**config.mk**
```make
export PLATFORM = sky130hd
export DESIGN_NAME = ccff_chain_loader
export DESIGN_NICKNAME = d
export VERILOG_FILES = /design/src/rtl/ccff_chain_loader.sv
export SDC_FILE = /design/constraint.sdc
export NUM_CORES = 1
export LEC_CHECK = 0
export CAP_MARGIN = 5
export CORE_MARGIN = 5
export CORE_UTILIZATION = 58
export CTS_BUF_LIST = sky130_fd_sc_hd__clkbuf_8
export CTS_CLUSTER_DIAMETER = 40
export CTS_CLUSTER_SIZE = 24
export DETAILED_ROUTE_END_ITERATION = 10
export GPL_ROUTABILITY_DRIVEN = 0
export HOLD_SLACK_MARGIN = 0.1
export PLACE_DENSITY_LB_ADDON = 0.08
export SLEW_MARGIN = 30
export SYNTH_ARGS = -nofsm -noshare
export SYNTH_HDL_FRONTEND = slang
export SYNTH_SLANG_ARGS = --single-unit
```
**constraint.sdc**
```tcl
create_clock -name clk -period 7.58 [get_ports clk]
set_clock_uncertainty 0.15 [all_clocks]
set_input_delay 1.516 -clock clk [delete_from_list [all_inputs] [get_ports clk]]
set_output_delay 1.516 -clock clk [all_outputs]
set_load 0.02 [all_outputs]
```
**src/rtl/ccff_chain_loader.sv**
```systemverilog
// Serializes parallel configuration words MSB-first onto the head of the
// configuration flip-flop chain, issuing exactly CHAIN_LEN shift enables per load.
module ccff_chain_loader #(
    parameter int WORD_W    = 32,
    parameter int CHAIN_LEN = 1024,
    parameter int CNT_W     = 16
) (
    input  logic              clk,
    input  logic              reset,
    input  logic              start,
    input  logic [WORD_W-1:0] cfg_word_data,
    input  logic              cfg_word_valid,
    output logic              cfg_word_ready,
    output logic              ccff_head,
    output logic              prog_clk_en,
    output logic              busy,
    output logic              done,
    output logic [CNT_W-1:0]  bits_loaded
);

    localparam int                IDX_W    = (WORD_W > 1) ? $clog2(WORD_W) : 1;
    localparam logic [IDX_W-1:0]  LAST_IDX = IDX_W'(WORD_W - 1);
    localparam logic [CNT_W-1:0]  LEN      = CNT_W'(CHAIN_LEN);

    typedef enum logic [1:0] {
        S_IDLE,
        S_WAIT_WORD,
        S_SHIFT,
        S_DONE
    } state_t;

    state_t            r_state, w_state_next;
    logic [WORD_W-1:0] r_shift, w_shift_next;
    logic [IDX_W-1:0]  r_bit_idx, w_bit_idx_next;
    logic [CNT_W-1:0]  r_bits_loaded, w_bits_loaded_next;
    logic              r_head, w_head_next;
    logic              r_pce, w_pce_next;

    logic              w_ready;
    logic              w_xfer;
    logic              w_last_of_word;
    logic              w_last_of_chain;
    logic [CNT_W-1:0]  w_bits_inc;
    logic [WORD_W-1:0] w_shifted;

    assign w_bits_inc      = r_bits_loaded + 1'b1;
    assign w_last_of_word  = (r_bit_idx == LAST_IDX);
    assign w_last_of_chain = (w_bits_inc == LEN);
    assign w_shifted       = r_shift << 1;
    assign w_xfer          = w_ready && cfg_word_valid;

    always_comb begin
        w_state_next       = r_state;
        w_shift_next       = r_shift;
        w_bit_idx_next     = r_bit_idx;
        w_bits_loaded_next = r_bits_loaded;
        w_head_next        = r_head;
        w_pce_next         = 1'b0;
        w_ready            = 1'b0;

        case (r_state)
            S_IDLE, S_DONE: begin
                if (start) begin
                    w_state_next       = S_WAIT_WORD;
                    w_bits_loaded_next = '0;
                end
            end
            S_WAIT_WORD: begin
                w_ready = 1'b1;
            end
            S_SHIFT: begin
                // The bit on ccff_head is clocked into the chain at the end of this cycle.
                w_bits_loaded_next = w_bits_inc;
                if (w_last_of_chain) begin
                    w_state_next = S_DONE;
                end else if (w_last_of_word) begin
                    w_ready      = 1'b1;
                    w_state_next = S_WAIT_WORD;
                end else begin
                    w_shift_next   = w_shifted;
                    w_head_next    = w_shifted[WORD_W-1];
                    w_bit_idx_next = r_bit_idx + 1'b1;
                    w_pce_next     = 1'b1;
                end
            end
            default: begin
                w_state_next = S_IDLE;
            end
        endcase

        // A word accepted here starts shifting next cycle, back-to-back with the previous one.
        if (w_xfer) begin
            w_state_next   = S_SHIFT;
            w_shift_next   = cfg_word_data;
            w_head_next    = cfg_word_data[WORD_W-1];
            w_bit_idx_next = '0;
            w_pce_next     = 1'b1;
        end
    end

    always_ff @(posedge clk) begin
        if (reset) begin
            r_state       <= S_IDLE;
            r_shift       <= '0;
            r_bit_idx     <= '0;
            r_bits_loaded <= '0;
            r_head        <= 1'b0;
            r_pce         <= 1'b0;
        end else begin
            r_state       <= w_state_next;
            r_shift       <= w_shift_next;
            r_bit_idx     <= w_bit_idx_next;
            r_bits_loaded <= w_bits_loaded_next;
            r_head        <= w_head_next;
            r_pce         <= w_pce_next;
        end
    end

    assign cfg_word_ready = w_ready;
    assign ccff_head      = r_head;
    assign prog_clk_en    = r_pce;
    assign busy           = (r_state == S_WAIT_WORD) || (r_state == S_SHIFT);
    assign done           = (r_state == S_DONE);
    assign bits_loaded    = r_bits_loaded;

endmodule

```
After elaboration in Yosys (flattened, before gate mapping)
Index checks and enable logic that the tools add are counted.

word-level totals
  latch bits = 0
  memories kept = 0
  output and inout bits = 21
  ROM bits = 0
  memory bits (writable) = 0
  word-level logic and storage cells = 57
  input port bits = 36
  register bits = 56

operators by class
  $mul = 0
  bitwise logic cells = 2
  div/mod/pow operators = 0
  multiplexer cells = 22
  equal/unequal tests = 11
  add/subtract/negate cells = 2
  reductions and logical operators = 13
  shifts and indexed selects = 0
  magnitude comparators = 0

operators with widths
  cell                                                                     number
  31-bit 2-to-1 mux                                                        4
  16-bit one-hot mux with 2 select lines                                   1
  16-bit by 1-bit adder with 16-bit output, second input constant          1
  16-bit by 11-bit equality test with 1-bit output, second input constant  1
  16-bit 2-to-1 mux                                                        1
  3-bit AND reduction                                                      4
  1-bit 2-to-1 mux                                                         10
  2-bit 2-to-1 mux                                                         4
  2-bit inequality test, second input constant                             3
  3-bit inequality test, second input constant                             2
  5-bit by 1-bit adder with 5-bit output, second input constant            1
  5-bit equality test, second input constant                               1
  2-bit equality test, second input constant                               2
  4-bit inequality test, second input constant                             1
  2-bit one-hot mux with 2 select lines                                    1
  2-bit nonzero test                                                       2
  2-bit OR reduction                                                       2
  3-bit nonzero test                                                       1
  2-bit by 1-bit equality test with 1-bit output, second input constant    1
  2-bit zero test                                                          1
  1-bit inverter                                                           2
  1-bit one-hot mux with 2 select lines                                    1
  2-bit AND reduction                                                      1
  1-bit logical AND                                                        1
  1-bit logical OR                                                         1

Longest topological paths before layout
Gate-level depths: netlist of the first run.

  word-level depth = 7
  gate-level depth with buffers = 10
  gate-level depth less buffers = 8

Worst setup path after synthesis of the first run
No wires, ideal clock.

  path kind = reg-to-output
  start point = register r_bits_loaded[1], in the netlist bits_loaded[1]
  end point = output cfg_word_ready
  data arrival time = 2,116 ps
  path buffers = 0
  path slack = 3,798 ps
  required time = 5,914 ps
  cell stages (with the launch flop) = 8
  path through = dfxtp_1 > ha_1 > nand3_1 > o21ai_0 > o2111a_1 > nand4_4 > o31a_1 > and2_1

on the way
  cells in the longest elaborated chain, start to end = 4

RTL lines
  what                                              RTL line  source
  start: declaration                                35        logic [CNT_W-1:0] r_bits_loaded, w_bits_loaded_next;
  start signal: assignment                          113       r_bits_loaded <= w_bits_loaded_next;
  16-bit by 1-bit adder with 16-bit output          46        assign w_bits_inc = r_bits_loaded + 1'b1;
  16-bit by 11-bit equality test with 1-bit output  48        assign w_last_of_chain = (w_bits_inc == LEN);
  1-bit 2-to-1 mux                                  74        if (w_last_of_chain) begin
  1-bit one-hot mux with 2 select lines             61        case (r_state)
  end: declaration                                  13        output logic cfg_word_ready,

Every way passes these cells.

Worst setup path in the final report of the first run
Ends and elaborated chain as after synthesis.

==> results.ini, run 1 <==
[synthesis]
synthArstFlopShare=0
synth.cell_area_sq_um=3060
synth_common_cells=dfxtp_1 (56), nor2_1 (46), mux2i_1 (34)
synth.avg_cell_area_sq_um=9.04
synth_cells=338
yosysTopAreaCellShare=0.367
yosysMostFrequentCell=dfxtp_1
synth-edff-count=0
synth-seq-area-share=0.367
ys_ff_latch=56
yosysWarnings=0
synthTopCellsByArea=dfxtp_1 (37%), mux2i_1 (11%), nor2_1 (5.7%), a211oi_1 (5.2%), a211oi_2 (4.1%)
synth-main-ff-cell=dfxtp_1
synth.distinct_cells=48
synth_nets=381
synth_area_leader_cell=dfxtp_1

[die]
io_pins=57
die_y_um=82.6
core_sq_um=5110
die-area_sq_um=6820
fp.dieW_um=82.6
row_count=26
start_util=0.598

[clock_network]
cts_buffers=5
cts_tree=yes
clkTransAtPathRegs_ps=100
clockBufferDepth=2
ctsRootBufferMaster=clkbuf_8
ctsHoldBuffers=0
clock_latency_ps=300
ctsResizeCount=0
htreeDepth=2
postCtsSetupRepairBufs=0
cts_sinks=56

[critical_path]
reg2reg_from=bits_loaded[1]$_SDFFE_PP0P_
r2r_cells=9
criticalPathCategory=reg -> out
path_cells=ha_1 > nand3_1 > o21ai_0 > o2111a_1 > nand4_4 > o31a_1 > and2_1 > clkdlybuf4s50_1
critPathMaxFanout=10
cpPeakStageDelay_ps=530
critPathLaunch=bits_loaded[1]$_SDFFE_PP0P_
worst-endpoint-arrival_ps=3010
endpoint=cfg_word_ready
regToRegSetupSlack_ps=4340
worstReg2RegEnd=r_bit_idx[3]$_SDFFE_PP0P_
critical-path-slowest-cell=clkdlybuf4s50_1
cp-end-kind=output port
required_ps=5910
start_kind=flip-flop

[sta]
max_slew_margin=0.520
rsz0062_at_grt=no
fin_ws_ps=2900
fin_setup_tns_ps=0
slew_viol_final=0
worstMarginPinSlew_ps=721
hold_ws_ps=342
min_period_ps=4680
max_freq_mhz=214
setup-violations-final=0
finalCritPeriodShare=0.617
hold_viol_final=0

[grt]
grt_util_all_layers=0.192
grt_pass1_wl_um=10400
overflow=0
grt_pass1_vias=2352
grt_max_degree=67
antenna_found_initial=0

[detailed_routing]
remaining_drc_errors=0
wl_per_cell_um=14.3
dr.pass1.iters=4
drtAntennaViolNets=0
via_count=2513
via_per_inst=5.65
drt-initial-drc-count=164
wirelength_um=6380

[power]
p_per_area_nw_per_um2=148
leakagePower_nw=1.48
ir_worst_vdd_v=0.000108

[finish]
diodes=0
layout.nets=417
drive_gt1_frac=0.107
area_delta_synth_final_pct=19.1

[placement]
io_buffers=56
dp_hpwl_um=4360
dp_slack_ps=3260

[flow_run]
cap_violations=0

[outcome]
outcome=complete, no violations

[min_path]
min-delay-path-class=reg -> reg

## state kept, by name, indices dropped and copies added, names as in the netlist
signal and count:
r_bit_idx 5, r_shift 31, prog_clk_en 1, r_state 2, bits_loaded 16, ccff_head 1
## worst min path at each step
stage                            startpoint                       to  slack, ps  cells past startpoint
floorplan           r_shift[0]$_SDFFE_PP0P_  r_shift[0]$_SDFFE_PP0P_        300                      2
global placement    r_shift[0]$_SDFFE_PP0P_  r_shift[0]$_SDFFE_PP0P_        310                      2
detailed placement  r_shift[0]$_SDFFE_PP0P_  r_shift[0]$_SDFFE_PP0P_        330                      2
CTS                 r_shift[0]$_SDFFE_PP0P_  r_shift[0]$_SDFFE_PP0P_        340                      2
global route        r_shift[0]$_SDFFE_PP0P_  r_shift[0]$_SDFFE_PP0P_        370                      2
finish              r_shift[0]$_SDFFE_PP0P_  r_shift[0]$_SDFFE_PP0P_        340                      2
## worst max-delay path: cells and delay by family (launching register included)
family                     cells  cell delay (ps)
AOI/OAI and AO/OA              3              810
buffers and inverters          1              530
and+or+nand+nor                3              540
adders and majority gates      1              310
DFF                            1              520
## final cells by class
type                       instances  area, sq um
tap                               70         87.6
clock inverter                     3         20.0
clock buffer                       5         68.8
inverter                           5         18.8
timing repair buffer              59          581
fill                             436         1470
sequential                        56         1120
multi-input combinational        247         1740
## logic make-up (layout without fill, tap and decap cells)
logic type                 count (synthesis)  in the layout  synth area share
and+or+nand+nor                          112            112             0.190
AOI/OAI and AO/OA                         88             88             0.222
DFF                                       56             56             0.367
muxes                                     35             35             0.115
buffers and inverters                     35             72            0.0627
adders and majority gates                  7              7            0.0287
xor gates and xnor gates                   5              5            0.0143
## power by group
group          total (mW)  internal [mW]  switching (mW)
Clock               0.159         0.0646          0.0939
Combinational      0.0709         0.0357          0.0352
Sequential          0.308          0.303         0.00518
## cell usage in the layout (no fill, tap or decap), drive strengths merged, types with 5 or more instances in the layout
master and count:
a211oi 31, a21oi 18, a311oi 6, clkbuf 5, clkdlybuf4s50 55, dfxtp 56, ha 7, inv 6
mux2i 34, nand2 11, nand3 8, nand4 9, nor2 57, o21ai 17, or3 5
## per-layer routing
layer / share of wire / track usage / up-vias
met4: 0.0086 / 0.0490 / 0
met5: 0 / 0 / -
met1: 0.46 / 0.233 / 1159
met3: 0.049 / 0.0380 / 4
met2: 0.48 / 0.345 / 42
li1: - / - / 1308
## per-stage QoR
| stage | utilization | power [mW] | area, sq um | instances |
|---|---|---|---|---|
| 3_3_place_gp | 0.695 | 0.385 | 3550 | 437 |
| 4_1_cts | 0.713 | 0.544 | 3640 | 445 |
| 3_5_place_dp | 0.695 | 0.386 | 3550 | 437 |
| 2_1_floorplan | - | 0.358 | 3060 | 338 |
| 5_1_grt | 0.713 | 0.561 | 3640 | 445 |
| 6_report | 0.713 | 0.538 | 3640 | 445 |
(Power assumes the default switching activity.)
==> inputs of run 2 (changes only) <==
- CORE_UTILIZATION: 58 -> 54
- clock period: 7.58 -> 4.6 ns (I/O delays scaled with it)
==> results.ini, run 2 (synthesized netlist as in run 1, its figures left out) <==
[detailed_routing]
drt-initial-drc-count=189
via_per_inst=5.75
wl_per_cell_um=14.6
remaining_drc_errors=0
wirelength_um=6560
drtAntennaViolNets=0
via_count=2582
dr.pass1.iters=4

[finish]
mostFrequentLayoutCells=dfxtp_1 (56), clkdlybuf4s50_1 (55), nor2_1 (46), mux2i_1 (34), a211oi_1 (21)
largest-register=r_shift
area_delta_synth_final_pct=21.4
fillers=482
largest_reg_flops=31
final_common_cell=dfxtp_1
diodes=0
drive_gt1_frac=0.114
layoutNonFillerInstCount=449
stdcell_area_sq_um=3710
layout.nets=419

[critical_path]
cpPeakStageDelay_ps=530
worst-endpoint-arrival_ps=3030
criticalPathCategory=reg -> out
path_cells=ha_1 > nand3_1 > o21ai_0 > o2111a_1 > nand4_4 > o31a_1 > and2_1 > clkdlybuf4s50_1
critPathMaxFanout=11
cp-end-kind=output port
start_kind=flip-flop
required_ps=3530
critical-path-slowest-cell=dfxtp_1

[min_path]
min-delay-path-class=reg -> reg

[grt]
grt_pass1_wl_um=10800
overflow=0
antenna_found_initial=0
grt_max_degree=54
grt_pass1_vias=2372
grt_util_all_layers=0.177

[die]
fp.dieW_um=85.2
io_pins=57
row_count=27
start_util=0.555
die_y_um=85.2
core_sq_um=5510
die-area_sq_um=7260

[clock_network]
ctsRootBufferMaster=clkbuf_8
cts_tree=yes
clockBufferDepth=2
cts_buffers=5
clock_latency_ps=310
ctsResizeCount=0
cts_sinks=56
htreeDepth=2
postCtsSetupRepairBufs=0
ctsHoldBuffers=0
clkTransAtPathRegs_ps=100

[flow_run]
cap_violations=0

[sta]
hold_viol_final=0
setup-violations-final=0
max_slew_margin=0.451
fin_setup_tns_ps=0
finalCritPeriodShare=0.892
worstMarginPinSlew_ps=820
rsz0062_at_grt=no
slew_viol_final=0
min_period_ps=4100
max_freq_mhz=244
hold_ws_ps=329

[placement]
io_buffers=56
placed_cells=440
placed_cell_area_sq_um=3590
dp_hpwl_um=4530

[power]
leakagePower_nw=1.51
p_per_area_nw_per_um2=255
ir_worst_vdd_v=0.000171
total_power_uw=946

[outcome]
outcome=complete, no violations

## run 2: where the power goes
group          leakage, nW  internal, mW  total (mW)  switching (mW)
clock network       0.0541         0.161       0.319           0.157
logic                 1.01        0.0612       0.120          0.0587
registers            0.453         0.499       0.508         0.00856
## run 2: layout make-up
class | instances | area (sq um) | share of cell area
Clock buffer | 5 | 68.8 | 0.0186
Clock inverter | 3 | 42.5 | 0.0115
Inverter | 5 | 18.8 | 0.00506
Multi-Input combinational cell | 247 | 1740 | 0.470
Sequential cell | 56 | 1120 | 0.302
Tap cell | 72 | 90.1 | 0.0243
Timing Repair Buffer | 61 | 624 | 0.168
## run 2: through the flow
step	util	setup slack, ps
floorplan	-	1410
global placement	0.651	942
detailed placement	0.651	840
CTS	0.671	501
global route	0.673	300
finish	0.673	495
## run 2: path summary, 6_finish.rpt
kind | startpoint | endpoint | slack (ps) | depth (start not counted)
setup reg to reg | bits_loaded[0]$_SDFFE_PP0P_ | r_shift[1]$_SDFFE_PP0P_ | 1320 | 9
setup / recovery | bits_loaded[0]$_SDFFE_PP0P_ | cfg_word_ready | 500 | 8
hold / removal | r_shift[0]$_SDFFE_PP0P_ | r_shift[0]$_SDFFE_PP0P_ | 330 | 2
hold reg to reg | r_shift[0]$_SDFFE_PP0P_ | r_shift[0]$_SDFFE_PP0P_ | 330 | 2
## run 2: worst max-delay path, delay by kind of cell (launching register included)
family | cells | cell delay, ps
buffers and inverters | 1 | 530
AO/OA/AOI/OAI | 3 | 810
AND/OR/NAND/NOR | 3 | 540
adder cells (fa/ha/maj) | 1 | 310
flip-flops | 1 | 530
## run 2: per-layer routing
metal / vias to the layer above / global-route usage / part of all wire
li1: 1314 / - / -
met1: 1188 / 0.246 / 0.48
met2: 73 / 0.278 / 0.44
met3: 7 / 0.0379 / 0.069
met4: 0 / 0.0475 / 0.010
met5: - / 0 / 0
